### config.mk
export PLATFORM = sky130hd
export DESIGN_NAME = stopwatch_ctrl_flat
export DESIGN_NICKNAME = d
export VERILOG_FILES = /design/src/rtl/stopwatch_pkg.sv /design/src/rtl/stopwatch_ctrl_if.sv /design/src/rtl/tick_prescaler.sv /design/src/rtl/stopwatch_ctrl.sv /design/src/flat_wrapper.sv
export SDC_FILE = /design/constraint.sdc
export NUM_CORES = 1
export LEC_CHECK = 0
export CAP_MARGIN = 5
export CORE_MARGIN = 3
export CORE_UTILIZATION = 60
export CTS_BUF_LIST = sky130_fd_sc_hd__clkbuf_2 sky130_fd_sc_hd__clkbuf_4 sky130_fd_sc_hd__clkbuf_8
export DETAILED_ROUTE_END_ITERATION = 12
export HOLD_SLACK_MARGIN = 0.03
export PLACE_DENSITY = 0.9
export REMOVE_ABC_BUFFERS = 1
export SYNTH_ARGS = -nofsm -noshare
export SYNTH_HDL_FRONTEND = slang
export SYNTH_HIERARCHICAL = 1
export SYNTH_SLANG_ARGS = --single-unit
### constraint.sdc
create_clock -name clk -period 6.1 [get_ports clk]
set_input_delay 1.22 -clock clk [delete_from_list [all_inputs] [get_ports clk]]
set_output_delay 1.22 -clock clk [all_outputs]
set_load 0.05 [all_outputs]
### src/rtl/stopwatch_pkg.sv
// Shared types and constants for the stopwatch control path.
// The FSM encoding is exported as-is on the state output.
package stopwatch_pkg;

   localparam int SEC_W = 6;
   localparam logic [SEC_W-1:0] SEC_MAX = 6'd59;

   typedef enum logic [1:0] {
      IDLE    = 2'd0,
      RUNNING = 2'd1,
      PAUSED  = 2'd2,
      UNUSED  = 2'd3
   } sw_state_t;

   // Seconds successor with the 59 -> 0 wrap folded in.
   function automatic logic [SEC_W-1:0] sec_next(input logic [SEC_W-1:0] sec);
      return (sec == SEC_MAX) ? '0 : sec + 1'b1;
   endfunction

endpackage

### src/rtl/stopwatch_ctrl_if.sv
// Button levels in, run/seconds/pulse status out, between the synchronisers and the datapath.
interface stopwatch_ctrl_if;

   logic                           btn_start;
   logic                           btn_stop;
   logic                           btn_clear;
   logic                           run_en;
   logic                           sec_rollover;
   logic [stopwatch_pkg::SEC_W-1:0] seconds;
   logic [1:0]                     state;
   logic                           clear_pulse;

   modport master (
      output btn_start, btn_stop, btn_clear,
      input  run_en, sec_rollover, seconds, state, clear_pulse
   );

   modport slave (
      input  btn_start, btn_stop, btn_clear,
      output run_en, sec_rollover, seconds, state, clear_pulse
   );

endinterface

### src/rtl/tick_prescaler.sv
// Divides clk down to a one-cycle tick every TICK_DIV enabled cycles.
// tick is combinational so the seconds register advances on the same edge as the wrap.
module tick_prescaler #(
   parameter int TICK_DIV = 50_000_000
) (
   input  logic clk,
   input  logic rst_n,
   input  logic count_en,
   input  logic clr,
   output logic tick
);

   localparam int CNT_W = (TICK_DIV > 1) ? $clog2(TICK_DIV) : 1;
   localparam logic [CNT_W-1:0] CNT_MAX = CNT_W'(TICK_DIV - 1);

   logic [CNT_W-1:0] r_cnt;
   logic             w_at_max;

   assign w_at_max = (r_cnt == CNT_MAX);
   assign tick     = count_en & w_at_max;

   // Holding (neither clr nor count_en) is what lets a resume finish the partial second.
   always_ff @(posedge clk or negedge rst_n) begin
      if (!rst_n) begin
         r_cnt <= '0;
      end else if (clr) begin
         r_cnt <= '0;
      end else if (count_en) begin
         r_cnt <= w_at_max ? '0 : r_cnt + 1'b1;
      end
   end

endmodule

### src/rtl/stopwatch_ctrl.sv
// Stopwatch control: button edge detect, run/pause/idle FSM, 1 Hz prescaler and 0..59 seconds.
// Priority inside a cycle is clear > stop > start everywhere.
module stopwatch_ctrl
   import stopwatch_pkg::*;
#(
   parameter int TICK_DIV = 50_000_000
) (
   input  logic             clk,
   input  logic             rst_n,
   stopwatch_ctrl_if.slave  bus
);

   logic             r_start_q;
   logic             r_stop_q;
   logic             r_clear_q;
   logic             w_rise_start;
   logic             w_rise_stop;
   logic             w_rise_clear;

   sw_state_t        r_state;
   logic             r_run_en;
   logic [SEC_W-1:0] r_seconds;
   logic             r_sec_rollover;
   logic             r_clear_pulse;

   logic             w_count_en;
   logic             w_presc_clr;
   logic             w_tick;

   // Previous samples reset high so a button held through reset release stays silent.
   always_ff @(posedge clk or negedge rst_n) begin
      if (!rst_n) begin
         r_start_q <= 1'b1;
         r_stop_q  <= 1'b1;
         r_clear_q <= 1'b1;
      end else begin
         r_start_q <= bus.btn_start;
         r_stop_q  <= bus.btn_stop;
         r_clear_q <= bus.btn_clear;
      end
   end

   assign w_rise_start = bus.btn_start & ~r_start_q;
   assign w_rise_stop  = bus.btn_stop  & ~r_stop_q;
   assign w_rise_clear = bus.btn_clear & ~r_clear_q;

   // A stop or clear on a would-be tick cycle suppresses that tick.
   assign w_count_en  = (r_state == RUNNING) & ~w_rise_stop & ~w_rise_clear;
   assign w_presc_clr = w_rise_clear | (r_state == IDLE);

   tick_prescaler #(
      .TICK_DIV (TICK_DIV)
   ) u_prescaler (
      .clk      (clk),
      .rst_n    (rst_n),
      .count_en (w_count_en),
      .clr      (w_presc_clr),
      .tick     (w_tick)
   );

   // run_en is loaded with the same next-state decision, so it always equals (state == RUNNING).
   always_ff @(posedge clk or negedge rst_n) begin
      if (!rst_n) begin
         r_state  <= IDLE;
         r_run_en <= 1'b0;
      end else if (w_rise_clear) begin
         r_state  <= IDLE;
         r_run_en <= 1'b0;
      end else begin
         case (r_state)
            IDLE: begin
               if (w_rise_start && !w_rise_stop) begin
                  r_state  <= RUNNING;
                  r_run_en <= 1'b1;
               end
            end
            RUNNING: begin
               if (w_rise_stop) begin
                  r_state  <= PAUSED;
                  r_run_en <= 1'b0;
               end
            end
            PAUSED: begin
               if (w_rise_start && !w_rise_stop) begin
                  r_state  <= RUNNING;
                  r_run_en <= 1'b1;
               end
            end
            default: begin
               r_state  <= IDLE;
               r_run_en <= 1'b0;
            end
         endcase
      end
   end

   always_ff @(posedge clk or negedge rst_n) begin
      if (!rst_n) begin
         r_seconds      <= '0;
         r_sec_rollover <= 1'b0;
         r_clear_pulse  <= 1'b0;
      end else if (w_rise_clear) begin
         r_seconds      <= '0;
         r_sec_rollover <= 1'b0;
         r_clear_pulse  <= 1'b1;
      end else begin
         r_clear_pulse  <= 1'b0;
         r_sec_rollover <= w_tick & (r_seconds == SEC_MAX);
         if (w_tick) begin
            r_seconds <= sec_next(r_seconds);
         end
      end
   end

   assign bus.run_en       = r_run_en;
   assign bus.state        = r_state;
   assign bus.seconds      = r_seconds;
   assign bus.sec_rollover = r_sec_rollover;
   assign bus.clear_pulse  = r_clear_pulse;

endmodule

### src/flat_wrapper.sv
// flat-port wrapper written by rule: the top's interface ports become plain ports
module stopwatch_ctrl_flat import stopwatch_pkg::*;
#(
   parameter int TICK_DIV = 50_000_000
)
  (clk, rst_n, bus_btn_start, bus_btn_stop, bus_btn_clear, bus_run_en, bus_sec_rollover, bus_seconds, bus_state, bus_clear_pulse);
  stopwatch_ctrl_if bus_i ();
  input  logic clk;
  input  logic rst_n;
  input wire logic [$bits(bus_i.btn_start)-1:0] bus_btn_start;
  input wire logic [$bits(bus_i.btn_stop)-1:0] bus_btn_stop;
  input wire logic [$bits(bus_i.btn_clear)-1:0] bus_btn_clear;
  output wire logic [$bits(bus_i.run_en)-1:0] bus_run_en;
  output wire logic [$bits(bus_i.sec_rollover)-1:0] bus_sec_rollover;
  output wire logic [$bits(bus_i.seconds)-1:0] bus_seconds;
  output wire logic [$bits(bus_i.state)-1:0] bus_state;
  output wire logic [$bits(bus_i.clear_pulse)-1:0] bus_clear_pulse;
  assign bus_i.btn_start = bus_btn_start;
  assign bus_i.btn_stop = bus_btn_stop;
  assign bus_i.btn_clear = bus_btn_clear;
  assign bus_run_en = bus_i.run_en;
  assign bus_sec_rollover = bus_i.sec_rollover;
  assign bus_seconds = bus_i.seconds;
  assign bus_state = bus_i.state;
  assign bus_clear_pulse = bus_i.clear_pulse;
  stopwatch_ctrl #(.TICK_DIV(TICK_DIV)) u_core (.clk(clk), .rst_n(rst_n), .bus(bus_i));
endmodule
# --- After elaboration in Yosys (flattened, before gate mapping) ---
# Index checks and enable logic that the tools add are counted.
classes:
  mul: 0
  order_cmp: 0
  n_mux: 16
  add_sub_neg: 2
  bitwise_logic: 13
  div_mod_pow: 0
  reduce_logical: 7
  eq_ne: 6
  shift: 0
op_table:
  columns: ["op", "n"]
  rows:
  - ["26-bit 2-to-1 mux", 3]
  - ["26-bit by 1-bit adder with 26-bit output (second input constant)", 1]
  - ["26-bit equality test (second input constant)", 1]
  - ["6-bit 2-to-1 mux", 3]
  - ["1-bit AND", 7]
  - ["6-bit by 1-bit adder with 6-bit output (second input constant)", 1]
  - ["6-bit equality test (second input constant)", 1]
  - ["2-bit 2-to-1 mux", 3]
  - ["3-bit by 1-bit != test with 1-bit output (second input constant)", 2]
  - ["1-bit 2-to-1 mux", 5]
  - ["1-bit NOT", 5]
  - ["2-bit one-hot mux with 2 select lines", 1]
  - ["2-bit nonzero test", 2]
  - ["2-bit by 1-bit equality test with 1-bit output (second input constant)", 1]
  - ["2-bit equality test (second input constant)", 1]
  - ["2-bit logical NOT", 1]
  - ["1-bit one-hot mux with 2 select lines", 1]
  - ["2-bit AND reduction", 1]
  - ["2-bit OR reduction", 1]
  - ["1-bit logical AND", 1]
  - ["1-bit logical NOT", 1]
  - ["1-bit OR", 1]
totals:
  mem_bits_rw: 0
  romBits: 0
  output_inout_bits: 11
  register_bits: 40
  mem_count: 0
  latchBits: 0
  word_cells: 53
  input_bits: 5

# --- Depth between registers and ports, before layout ---
# Gate-level depths: netlist of run 1.
depth:
  ltp_word: 8
  depth_mapped: 10
  mapped_depth_nobuf: 8

# --- Hierarchy ---
# Netlist of run 1, hierarchy kept.
modules_own_cells:
  columns: ["module", "area_each_um2", "cells_each", "n_inst", "seq_area_each_um2"]
  rows:
  - ["tick_prescaler", 1551.5, 173, 1, 650.6]
  - ["stopwatch_ctrl", 598.1, 56, 1, 329.1]

# --- Worst setup path after synthesis of run 1 ---
# OpenSTA, ideal clock, no wires.
synth_path:
  path_type: "input port to flip-flop"
  startpoint: "input bus_btn_clear"
  endpoint: "register u_core.r_seconds[5] (netlist: u_core/bus.seconds[5])"
  required_ns: 6.001
  cell_stages: 10
  slack_ns: 3.001
  n_path_buf: 2
  arrival_time_ns: 3.000
  setup_ns: 0.099
  path_cell_list: "nand2b_1 > inv_2 > nor3_1 > clkbuf_1 > inv_1 > nor4_1 > buf_6 > and3_1 > a21oi_1 > a311oi_1"
synth_via:
  elab_chain_cells: 5
synth_rtl:
  columns: ["element", "line", "text"]
  rows:
  - ["from (decl)", "flat_wrapper.sv:12", "input wire logic [$bits(bus_i.btn_clear)-1:0] bus_btn_clear;"]
  - ["1-bit AND", "stopwatch_ctrl.sv:45", "assign w_rise_clear = bus.btn_clear & ~r_clear_q;"]
  - ["via u_core.w_rise_clear", "stopwatch_ctrl.sv:18", "logic w_rise_clear;"]
  - ["1-bit NOT", "stopwatch_ctrl.sv:48", "assign w_count_en = (r_state == RUNNING) & ~w_rise_stop & ~w_rise_clear;"]
  - ["1-bit AND", "stopwatch_ctrl.sv:48", null]
  - ["via u_core.w_count_en", "stopwatch_ctrl.sv:26", "logic w_count_en;"]
  - ["1-bit AND", "tick_prescaler.sv:20", "assign tick = count_en & w_at_max;"]
  - ["via u_core.w_tick", "stopwatch_ctrl.sv:28", "logic w_tick;"]
  - ["2-bit nonzero test (no source line)", null, null]
  - ["to (signal assigned)", "stopwatch_ctrl.sv:110", "r_seconds <= sec_next(r_seconds);"]
  - ["to (decl)", "stopwatch_ctrl.sv:22", "logic [SEC_W-1:0] r_seconds;"]
# The timed path passes the listed nets, and every way through them passes these cells.
# A chain may end at the register's enable or synchronous reset.

# --- Worst setup path in the final report of run 1 ---
layout_path:
  startpoint: "input bus_btn_clear"
  endpoint: "register u_core.u_prescaler.r_cnt[21]"
layout_via:
  elab_chain_cells: 4
layout_rtl:
  columns: ["element", "line", "text"]
  rows:
  - ["1-bit AND", "stopwatch_ctrl.sv:45", null]
  - ["via u_core.w_rise_clear", "stopwatch_ctrl.sv:18", null]
  - ["1-bit NOT", "stopwatch_ctrl.sv:48", null]
  - ["1-bit AND", "stopwatch_ctrl.sv:48", null]
  - ["via u_core.w_count_en", "stopwatch_ctrl.sv:26", null]
  - ["2-bit nonzero test (no source line)", null, null]
  - ["to (signal assigned)", "tick_prescaler.sv:29", "r_cnt <= w_at_max ? '0 : r_cnt + 1'b1;"]
  - ["to (decl)", "tick_prescaler.sv:16", "logic [CNT_W-1:0] r_cnt;"]
# The timed path passes the listed nets, and every way through them passes these cells.

==> impl_results.md, run 1 <==
- Ranking of synthesized cells by instance count: dfrtp_1, a21oi_1, nand2_1, nand3_1
- Clk pwr share: a little under a third
- Post-synth top area share: 41.9%
- I/O pins: 16
- Reg2Reg Capture Point: u_core/u_prescaler/r_cnt[21]
- Crit path time final: between 3 and 4 ns
- Global-route wire length before repair: 7.69 mm
- Total gr overflow: 0
- Skew-Pair Late Insertion Delay: around 0.35 ns
- Vias per cell: 6.36
- Fin. max-slew vios: 0
- Root buf cell: clkbuf_4
- Yosys Warn Count: 6
- Worst setup EP type: flop
- Max-cap violation count: 0
- Slowest-stage cell, CP: or4_1
- Crit Path Class: input port to flop
- Fraction of layout cells with a size suffix above 1: roughly 8.5%
- P per Cell Area: around 190 nW/um^2
- Unique masters post-synth: 47
- Outcome: finished, final reports clean
- Final hold viol count: 0
- Reg clk slew, reported paths: about 0.11 ns
- Core box area: roughly 3400 um^2
- Comb pwr share: just over 9%
- Post-DRT Antenna Nets: 0
- FF-to-FF setup slack: approximately 3.6 ns
- Clock tree buffer depth: 2
- Final cell count without fillers: about 290
- RSZ-0062 raised after global routing: no
- TNS Setup: 0 ns
- Htree depth: 2
- Worst Skew: 0.0128 ns
- NetSw: ~110 uW
- Synth Area per Inst: 9.39 um^2
- Slowest stage delay, CP: about 0.57 ns
- Worst hold stages: 1
- Fill count: 263
- Worst min path class: flop to flop
- Family with the most delay on the worst path: simple AND/OR/NAND/NOR gates
- Critical Path Fanout Max: 16
- # rows: 21
- TritonRoute pass-1 iters: 4
- Placed cells: ~280
- Sequential share of power: about three fifths
- Number of global-route vias before repair: roughly 1,700
- Crit path launch type: input port
- Worst VDD drop: 0.000140 V
- Post-layout util: a little over two thirds
- Seq/Total Area, Yosys: between 40% and 50%
- Worst flop-to-flop path startpoint: u_core/r_clear_q
- Starting DRT DRC Count: 240
- Synth area leaders: dfrtp_1, a21oi_1, dfstp_2
- CTS tree: built
- Worst-Margin Slew: approximately 1.1 ns
- #FFs+latches synth: 39
- Initial Util: between 60% and 70%
- Crit path buffers/inverters: 3
- Area leader, netlist: dfrtp_1
- Crit path depth: 9
- Most common cell in the netlist: dfrtp_1
- Worst setup path startpoint: bus_btn_clear
- Largest net degree at the start of global routing: 40
- Hpwl dp: between 3 and 4 mm
- Ys async rst share: 100%
- CP Cell Sequence: clkdlybuf4s50_1, nand2b_1, inv_2, nor3_1, buf_4, o21a_1, nand4_4, or4_1, a21oi_1
- Sw frac: about a quarter
- CP required: 6.39 ns
- Peak Freq: 311 MHz
- Final Wtd Congestion: 0.867
- Die W: about 66 um
- P_int: 327 uW
- Leak pwr: approximately 0.00090 uW
- EDFF count, synth: 0
- Cells on worst reg2reg path: 8
- Worst slack at placement: ~2.5 ns
- Final period util: between 50% and 60%
- Area Overhead vs Synth: 9.95%
- Clock Sinks: 39
- DRC Markers: 0
- Total Routing Usage GR: between 20 and 25%
- CTS resizes: 0
- PortBufs: 15
- Mapped Cells: approximately 230
- Top FF cell, synth: dfrtp_1
- Setup violations, final: 0
- WL final: approximately 4.5 mm
- # diodes: 0
- CP arrival: ~3.5 ns
- Total die area: about 4300 um^2
- Hold Buf Count CTS: 0
- Setup bufs post-CTS: 0
- Vias: 1,857
- Die Y: ~66 um
- Drt wl/cell: roughly 15 um
- PnR worst setup slack: between 2 and 3 ns
- Final layout net count: between 200 and 300
- CTS buffer count: 5
- Mapped Area: 2150 um^2
- Worst Setup EP: u_core/u_prescaler/r_cnt[21]
- Max_slew headroom: a little over a quarter
- Initial antenna violation count: 0
==> worst min path at each step <==
stage | from | to | slack [ns]
detailed placement | u_core/bus.seconds[5] | u_core/bus.seconds[5] | 0.54
finish | u_core/bus.seconds[5] | u_core/bus.seconds[5] | 0.55
global route | u_core/bus.seconds[5] | u_core/bus.seconds[5] | 0.59
floorplan | u_core/u_prescaler/r_cnt[25] | u_core/u_prescaler/r_cnt[25] | 0.52
CTS | u_core/bus.seconds[5] | u_core/bus.seconds[5] | 0.56
global placement | u_core/bus.seconds[5] | u_core/bus.seconds[5] | 0.54
==> worst reg2reg max path, cell delays in order (launching register included) <==
cell and delay, ns:
dfstp_2 0.55, nand2b_1 0.14, inv_2 0.11, nor3_1 0.19
buf_4 0.20, o21a_1 0.26, nand4_4 0.25, or4_1 0.57
a21oi_1 0.15
==> kinds of logic after synthesis <==
logic type	Yosys count	synth area share, %
AND/OR/NAND/NOR	112	30.3
AO/OA/AOI/OAI	50	14.7
flip-flops	39	45.6
buffers and inverters	17	4.60
XOR/XNOR	8	3.26
adder cells (fa/ha/maj)	2	1.16
multiplexers	1	0.466
==> routing by layer <==
layer,up-vias,global-route usage [%],routed length (um)
li1,899,-,-
met1,888,31.9,2090
met2,62,35.4,1990
met3,8,4.25,306
met4,0,10.6,68
met5,-,0,0
==> flip-flops by register name (all words and copies together) (netlist names) <==
name and count:
u_core/bus.sec_rollover 1, u_core/bus.state 1, u_core/bus.clear_pulse 1, u_core/u_prescaler/r_cnt 26, u_core/r_start_q 1, u_core/bus.seconds 6, u_core/r_stop_q 1, u_core/r_clear_q 1
u_core/bus.run_en 1
==> layout by cell type, fill, tap and decap left out, types with 7 or more instances in the layout <==
| cell | count |
|---|---|
| a21oi_1 | 20 |
| and3_1 | 8 |
| clkbuf_4 | 7 |
| clkdlybuf4s50_1 | 14 |
| dfrtp_1 | 36 |
| inv_1 | 7 |
| nand2_1 | 20 |
| nand3_1 | 13 |
| nand4_1 | 12 |
| nor2_1 | 12 |
| o21ai_0 | 8 |
| o31ai_1 | 9 |
| or3_1 | 7 |
| or4_1 | 9 |
==> metrics by stage <==
stage	hold WS, ns	total power [uW]	area (um^2)
after detailed placement	0.540	310	2310
after global placement	0.538	309	2310
final	0.551	441	2360
after floorplan	0.524	291	2080
after CTS	0.558	448	2360
after global routing	0.594	459	2360
==> power groups by stage <==
| stage | combinational (uW) | sequential [uW] | clock (uW) |
|---|---|---|---|
| 3_5_place_dp | 40.5 | 270 | 0 |
| 4_1_cts | 40.7 | 265 | 143 |
| 5_1_grt | 44.0 | 265 | 150 |
| 6_report | 40.4 | 265 | 135 |
| 3_3_place_gp | 40.0 | 269 | 0 |
| 2_1_floorplan | 13.9 | 277 | 0 |
==> final cells by class <==
cell class | count | area [um^2] | share of cell area, %
inverter | 8 | 30.0 | 1.27
timing repair buffer | 18 | 168 | 7.09
multi-input combinational | 173 | 1070 | 45.3
tap | 46 | 57.6 | 2.44
sequential | 39 | 980 | 41.5
clock buffer | 7 | 52.6 | 2.22
clock inverter | 1 | 5.00 | 0.212
No activity file was read; power rests on OpenSTA's default activity.
==> run 2: changes to the inputs <==
==> constraint.sdc (replaced) <==
create_clock -name clk -period 3 [get_ports clk]
set_input_delay 0.6 -clock clk [delete_from_list [all_inputs] [get_ports clk]]
set_output_delay 0.6 -clock clk [all_outputs]
set_load 0.05 [all_outputs]
==> impl_results.md, run 2 (same netlist as run 1, synthesis figures left out) <==
- Max reg flops: 26
- Die W: roughly 66 um
- Vias per cell: 6.38
- Cells on worst reg2reg path: 10
- Htree depth: 2
- Setup bufs post-CTS: 0
- Total Routing Usage GR: between 20% and 30%
- Global-route wire length before repair: ~8 mm
- Placed cells: between 200 and 300
- Number of global-route vias before repair: about 1,700
- Biggest register: u_core/u_prescaler/r_cnt
- RSZ-0062 raised after global routing: no
- Worst Skew: approximately 0.018 ns
- Total gr overflow: 0
- Hold Buf Count CTS: 0
- Skew-Pair Late Insertion Delay: 0.36 ns
- DRC Markers: 0
- Final instance area: between 2000 and 2500 um^2
- Final Wtd Congestion: around 0.86
- Reg2Reg Capture Point: u_core/bus.seconds[5]
- Worst-Margin Slew: around 0.83 ns
- Setup violations, final: 0
- Crit path time final: 2.58 ns
- Final layout net count: around 250
- Initial Util: about 63%
- Starting DRT DRC Count: about 160
- Fill count: ~260
- Core box area: between 3000 and 4000 um^2
- P per Cell Area: 377 nW/um^2
- Largest net degree at the start of global routing: 40
- CTS buffer count: 5
- Clock tree buffer depth: 2
- Max_slew headroom: 44.8%
- Critical Path Fanout Max: 12
- Post-DRT Antenna Nets: 0
- Worst setup EP type: flop
- Hpwl dp: ~3.1 mm
- TritonRoute pass-1 iters: 6
- Worst VDD drop: approximately 0.00036 V
- FF-to-FF setup slack: 0.55 ns
- Crit Path Class: input port to flop
- # diodes: 0
- Reg clk slew, reported paths: around 0.12 ns
- Fin. max-slew vios: 0
- CTS tree: built
- Die Y: 65.9 um
- Max-cap violation count: 0
- Commonest non-fill, non-tap cell in the layout: dfrtp_1
- Final hold viol count: 0
- Worst min path class: input port to async pin
- I/O pins: 16
- Leak pwr: 0.000901 uW
- Post-layout util: 70.2%
- Root buf cell: clkbuf_4
- Most frequent cells in the layout: dfrtp_1, nand2_1, a21oi_1
- Crit path launch type: input port
- Initial antenna violation count: 0
- Peak Freq: 387 MHz
- Final cell count without fillers: 294
- CTS resizes: 0
- Fraction of layout cells with a size suffix above 1: slightly above 9%
- Final period util: a little under nine tenths
- # rows: 21
- Area Overhead vs Synth: 10.7%
- CP arrival: about 2.9 ns
- WL final: between 4 and 5 mm
- Total die area: about 4300 um^2
- Vias: around 1,900
- Worst flop-to-flop path startpoint: u_core/r_clear_q
- Drt wl/cell: roughly 15 um
- PortBufs: 15
- CP required: roughly 3.3 ns
- Placed cell area: roughly 2300 um^2
- Outcome: finished, final reports clean
- Clock Sinks: 39
==> run 2: cell types whose count changed in the layout (fill, tap and decap cells not counted), sizes merged <==
| cell | previous run | this run |
|---|---|---|
| clkinvlp | 0 | 1 |
| buf | 4 | 6 |
| clkbuf | 7 | 6 |
==> run 2: worst max path at each step <==
stage	from	to	slack [ns]	cells after the start
final	bus_btn_clear	u_core/bus.seconds[5]	0.42	11
after global routing	bus_btn_clear	u_core/bus.seconds[5]	0.24	11
after CTS	bus_btn_clear	u_core/bus.seconds[5]	0.46	11
after detailed placement	bus_btn_clear	u_core/bus.seconds[5]	0.09	11
after global placement	bus_btn_clear	u_core/bus.seconds[5]	0.20	11
after floorplan	u_core/bus.run_en	u_core/bus.seconds[5]	-0.46	7
==> run 2: stage by stage <==
| stage | setup WS, ns | TNS [ns] | hold slack (ns) | total power (uW) |
|---|---|---|---|---|
| 2_1_floorplan | -0.458 | -1.83 | 0.304 | 592 |
| 3_3_place_gp | 0.202 | 0 | 0.539 | 632 |
| 3_5_place_dp | 0.0914 | 0 | 0.540 | 634 |
| 4_1_cts | 0.461 | 0 | 0.359 | 904 |
| 5_1_grt | 0.241 | 0 | 0.385 | 933 |
| 6_report | 0.419 | 0 | 0.325 | 897 |
==> run 2: per-layer routing <==
| layer | vias to the layer above | track usage [%] | part of all wire, % |
|---|---|---|---|
| met5 | - | 0 | 0 |
| met4 | 0 | 11.7 | 2.1 |
| met3 | 9 | 3.57 | 5.0 |
| met2 | 55 | 34.5 | 46 |
| met1 | 907 | 33.7 | 47 |
| li1 | 905 | - | - |
==> run 2: layout make-up <==
class	count	area, um^2	share of cell area (%)
clock inverter	2	12.5	0.526
timing repair buffer	20	183	7.68
multi-input combinational	173	1070	45.0
inverter	8	30.0	1.26
clock buffer	6	45.0	1.89
sequential	39	980	41.2
tap	46	57.6	2.42
==> run 2: worst max-delay path, stage by stage <==
cell and delay, ns:
clkdlybuf4s50_1 0.42, nand2b_1 0.13, inv_2 0.05, nor3_1 0.20
buf_4 0.21, inv_1 0.08, nor4_1 0.40, buf_4 0.24
and3_1 0.19, a21oi_1 0.07, a311oi_1 0.24
==> run 2: report_power, final <==
part | leakage, uW | switching, uW | internal, uW | total [uW]
Combinational | 0.000336 | 59.2 | 26.4 | 85.6
Clock | 0.0000317 | 174 | 99.5 | 273
Sequential | 0.000533 | 5.65 | 533 | 538
Total | 0.000901 | 239 | 659 | 897
==> run 3: changes to the inputs <==
--- a/config.mk
+++ b/config.mk
@@ -13,6 +13,7 @@
 export HOLD_SLACK_MARGIN = 0.03
 export PLACE_DENSITY = 0.9
 export REMOVE_ABC_BUFFERS = 1
+export SETUP_SLACK_MARGIN = 0.4
 export SYNTH_ARGS = -nofsm -noshare
 export SYNTH_HDL_FRONTEND = slang
 export SYNTH_HIERARCHICAL = 1
==> impl_results.md, run 3 (same netlist as run 1, synthesis figures left out) <==
- Worst setup path startpoint: bus_btn_clear
- NetSw: approximately 240 uW
- Clk pwr share: approximately 30%
- # rows: 21
- P_int: around 660 uW
- Crit Path Class: input port to flop
- Sequential share of power: 59.8%
- CTS buffer count: 5
- Leak pwr: between 0.0009 and 0.001 uW
- Initial Util: approximately 63%
- Biggest register: u_core/u_prescaler/r_cnt
- Final period util: between 80% and 90%
- Setup violations, final: 0
- Area Overhead vs Synth: 11.7%
- Hpwl dp: 3.13 mm
- Worst VDD drop: approximately 0.00036 V
- Min Hold Slack: 0.324 ns
- Crit path top cell by count: buf_4
- Drt wl/cell: between 15 and 20 um
- Tot Pwr: roughly 900 uW
- Total die area: 4340 um^2
- Clock Sinks: 39
- Max reg flops: 26
- Crit path time final: between 2 and 2.5 ns
- Placed cell area: between 2000 and 2500 um^2
- Outcome: finished, final reports clean
- Core box area: approximately 3400 um^2
- Fin. max-slew vios: 0
- Crit path launch type: input port
- Worst setup EP type: flop
- Largest net degree at the start of global routing: 40
- PortBufs: 15
- Critical Path Fanout Max: 10
- Post-layout util: between 70 and 80%
- CP arrival: roughly 2.7 ns
- Post-DRT Antenna Nets: 0
- Root buf cell: clkbuf_4
- P per Cell Area: around 380 nW/um^2
- Sw frac: 26.6%
- Most frequent cells in the layout: dfrtp_1, nand2_1, a21oi_1
- Vias: roughly 1,900
- CP Cell Sequence: clkdlybuf4s50_1, nand2b_1, inv_2, nor3_1, buf_4, inv_1, nor4_2, buf_4, and3_1, a21oi_1, a311oi_1
- RSZ-0062 raised after global routing: no
- Htree depth: 2
- Worst Skew: ~0.018 ns
- Fraction of layout cells with a size suffix above 1: 10.8%
- Max-cap violation count: 0
- CTS tree: built
- Initial antenna violation count: 0
- Worst flop-to-flop path startpoint: u_core/r_clear_q
- # diodes: 0
- Skew-Pair Late Insertion Delay: 0.36 ns
- Starting DRT DRC Count: ~170
- TritonRoute pass-1 iters: 5
- Worst-Margin Slew: roughly 0.8 ns
- Reg clk slew, reported paths: between 0.1 and 0.15 ns
- Final layout net count: 256
- DRC Markers: 0
- Total Routing Usage GR: between 20% and 30%
- Slowest-stage cell, CP: clkdlybuf4s50_1
- WL final: around 4.6 mm
- Final instance area: 2400 um^2
- Commonest non-fill, non-tap cell in the layout: dfrtp_1
- CP required: between 3 and 4 ns
- Final Wtd Congestion: 0.862
- Peak Freq: roughly 400 MHz
- Comb pwr share: roughly a tenth
- Final hold viol count: 0
- Vias per cell: 6.37
- Max_slew headroom: around 45%
- Hold Buf Count CTS: 0
- Die W: around 66 um
- Global-route wire length before repair: roughly 7.9 mm
- Worst min path class: input port to async pin
- Slowest stage delay, CP: between 0.4 and 0.5 ns
- Total gr overflow: 0
- Number of global-route vias before repair: 1,714
- I/O pins: 16
- Die Y: approximately 66 um
- Clock tree buffer depth: 2
==> run 3: worst paths after layout <==
| kind | to | slack (ns) | cells past startpoint |
|---|---|---|---|
| max | u_core/bus.seconds[5] | 0.55 | 11 |
| max in group asynchronous | u_core/u_prescaler/r_cnt[0] | 2.15 | 1 |
| min in group clk | u_core/bus.seconds[5] | 0.56 | 1 |
| min | u_core/u_prescaler/r_cnt[19] | 0.32 | 1 |
| min reg2reg | u_core/bus.seconds[5] | 0.56 | 1 |
| max reg2reg | u_core/bus.seconds[5] | 0.68 | 10 |
==> run 3: area by class of cell <==
| type | count | area [um^2] |
|---|---|---|
| repair buffers | 22 | 198 |
| flip-flops and latches | 39 | 980 |
| fillers | 257 | 988 |
| inverters | 8 | 30.0 |
| clock buffers | 6 | 45.0 |
| clock inverters | 2 | 12.5 |
| well taps | 46 | 57.6 |
| multi-input cells | 173 | 1080 |
==> run 3: timing repair <==
item	CTS	global route
resized for setup	0	2
endpoints found under the hold margin	0	0
buffers inserted	0	2
endpoints found under the setup margin	0	10
==> run 3: metrics by stage <==
| step | worst slack (ns) | instances | setup TNS (ns) |
|---|---|---|---|
| 2_1_floorplan | -0.458 | 220 | -1.83 |
| 3_3_place_gp | 0.202 | 286 | 0 |
| 3_5_place_dp | 0.0914 | 286 | 0 |
| 4_1_cts | 0.461 | 294 | 0 |
| 5_1_grt | 0.412 | 296 | 0 |
| 6_report | 0.546 | 296 | 0 |
==> run 3: power groups by stage <==
stage	clock (uW)	sequential (uW)	combinational, uW
3_5_place_dp	0	548	85.7
6_report	273	538	88.8
2_1_floorplan	0	563	28.2
3_3_place_gp	0	548	84.6
4_1_cts	280	538	85.9
5_1_grt	300	539	97.0
==> run 3: worst max-delay path, delay by kind of cell <==
kind	cells	cell delay [ns]
compound gates	2	0.31
simple gates	4	0.86
buf+inv	5	0.95
==> run 3: routing by layer <==
| metal | vias to the layer above | track usage [%] | part of all wire [%] |
|---|---|---|---|
| li1 | 908 | - | - |
| met1 | 906 | 33.7 | 47 |
| met2 | 61 | 34.5 | 46 |
| met3 | 10 | 3.57 | 5.3 |
| met4 | 0 | 11.7 | 2.2 |
| met5 | - | 0 | 0 |
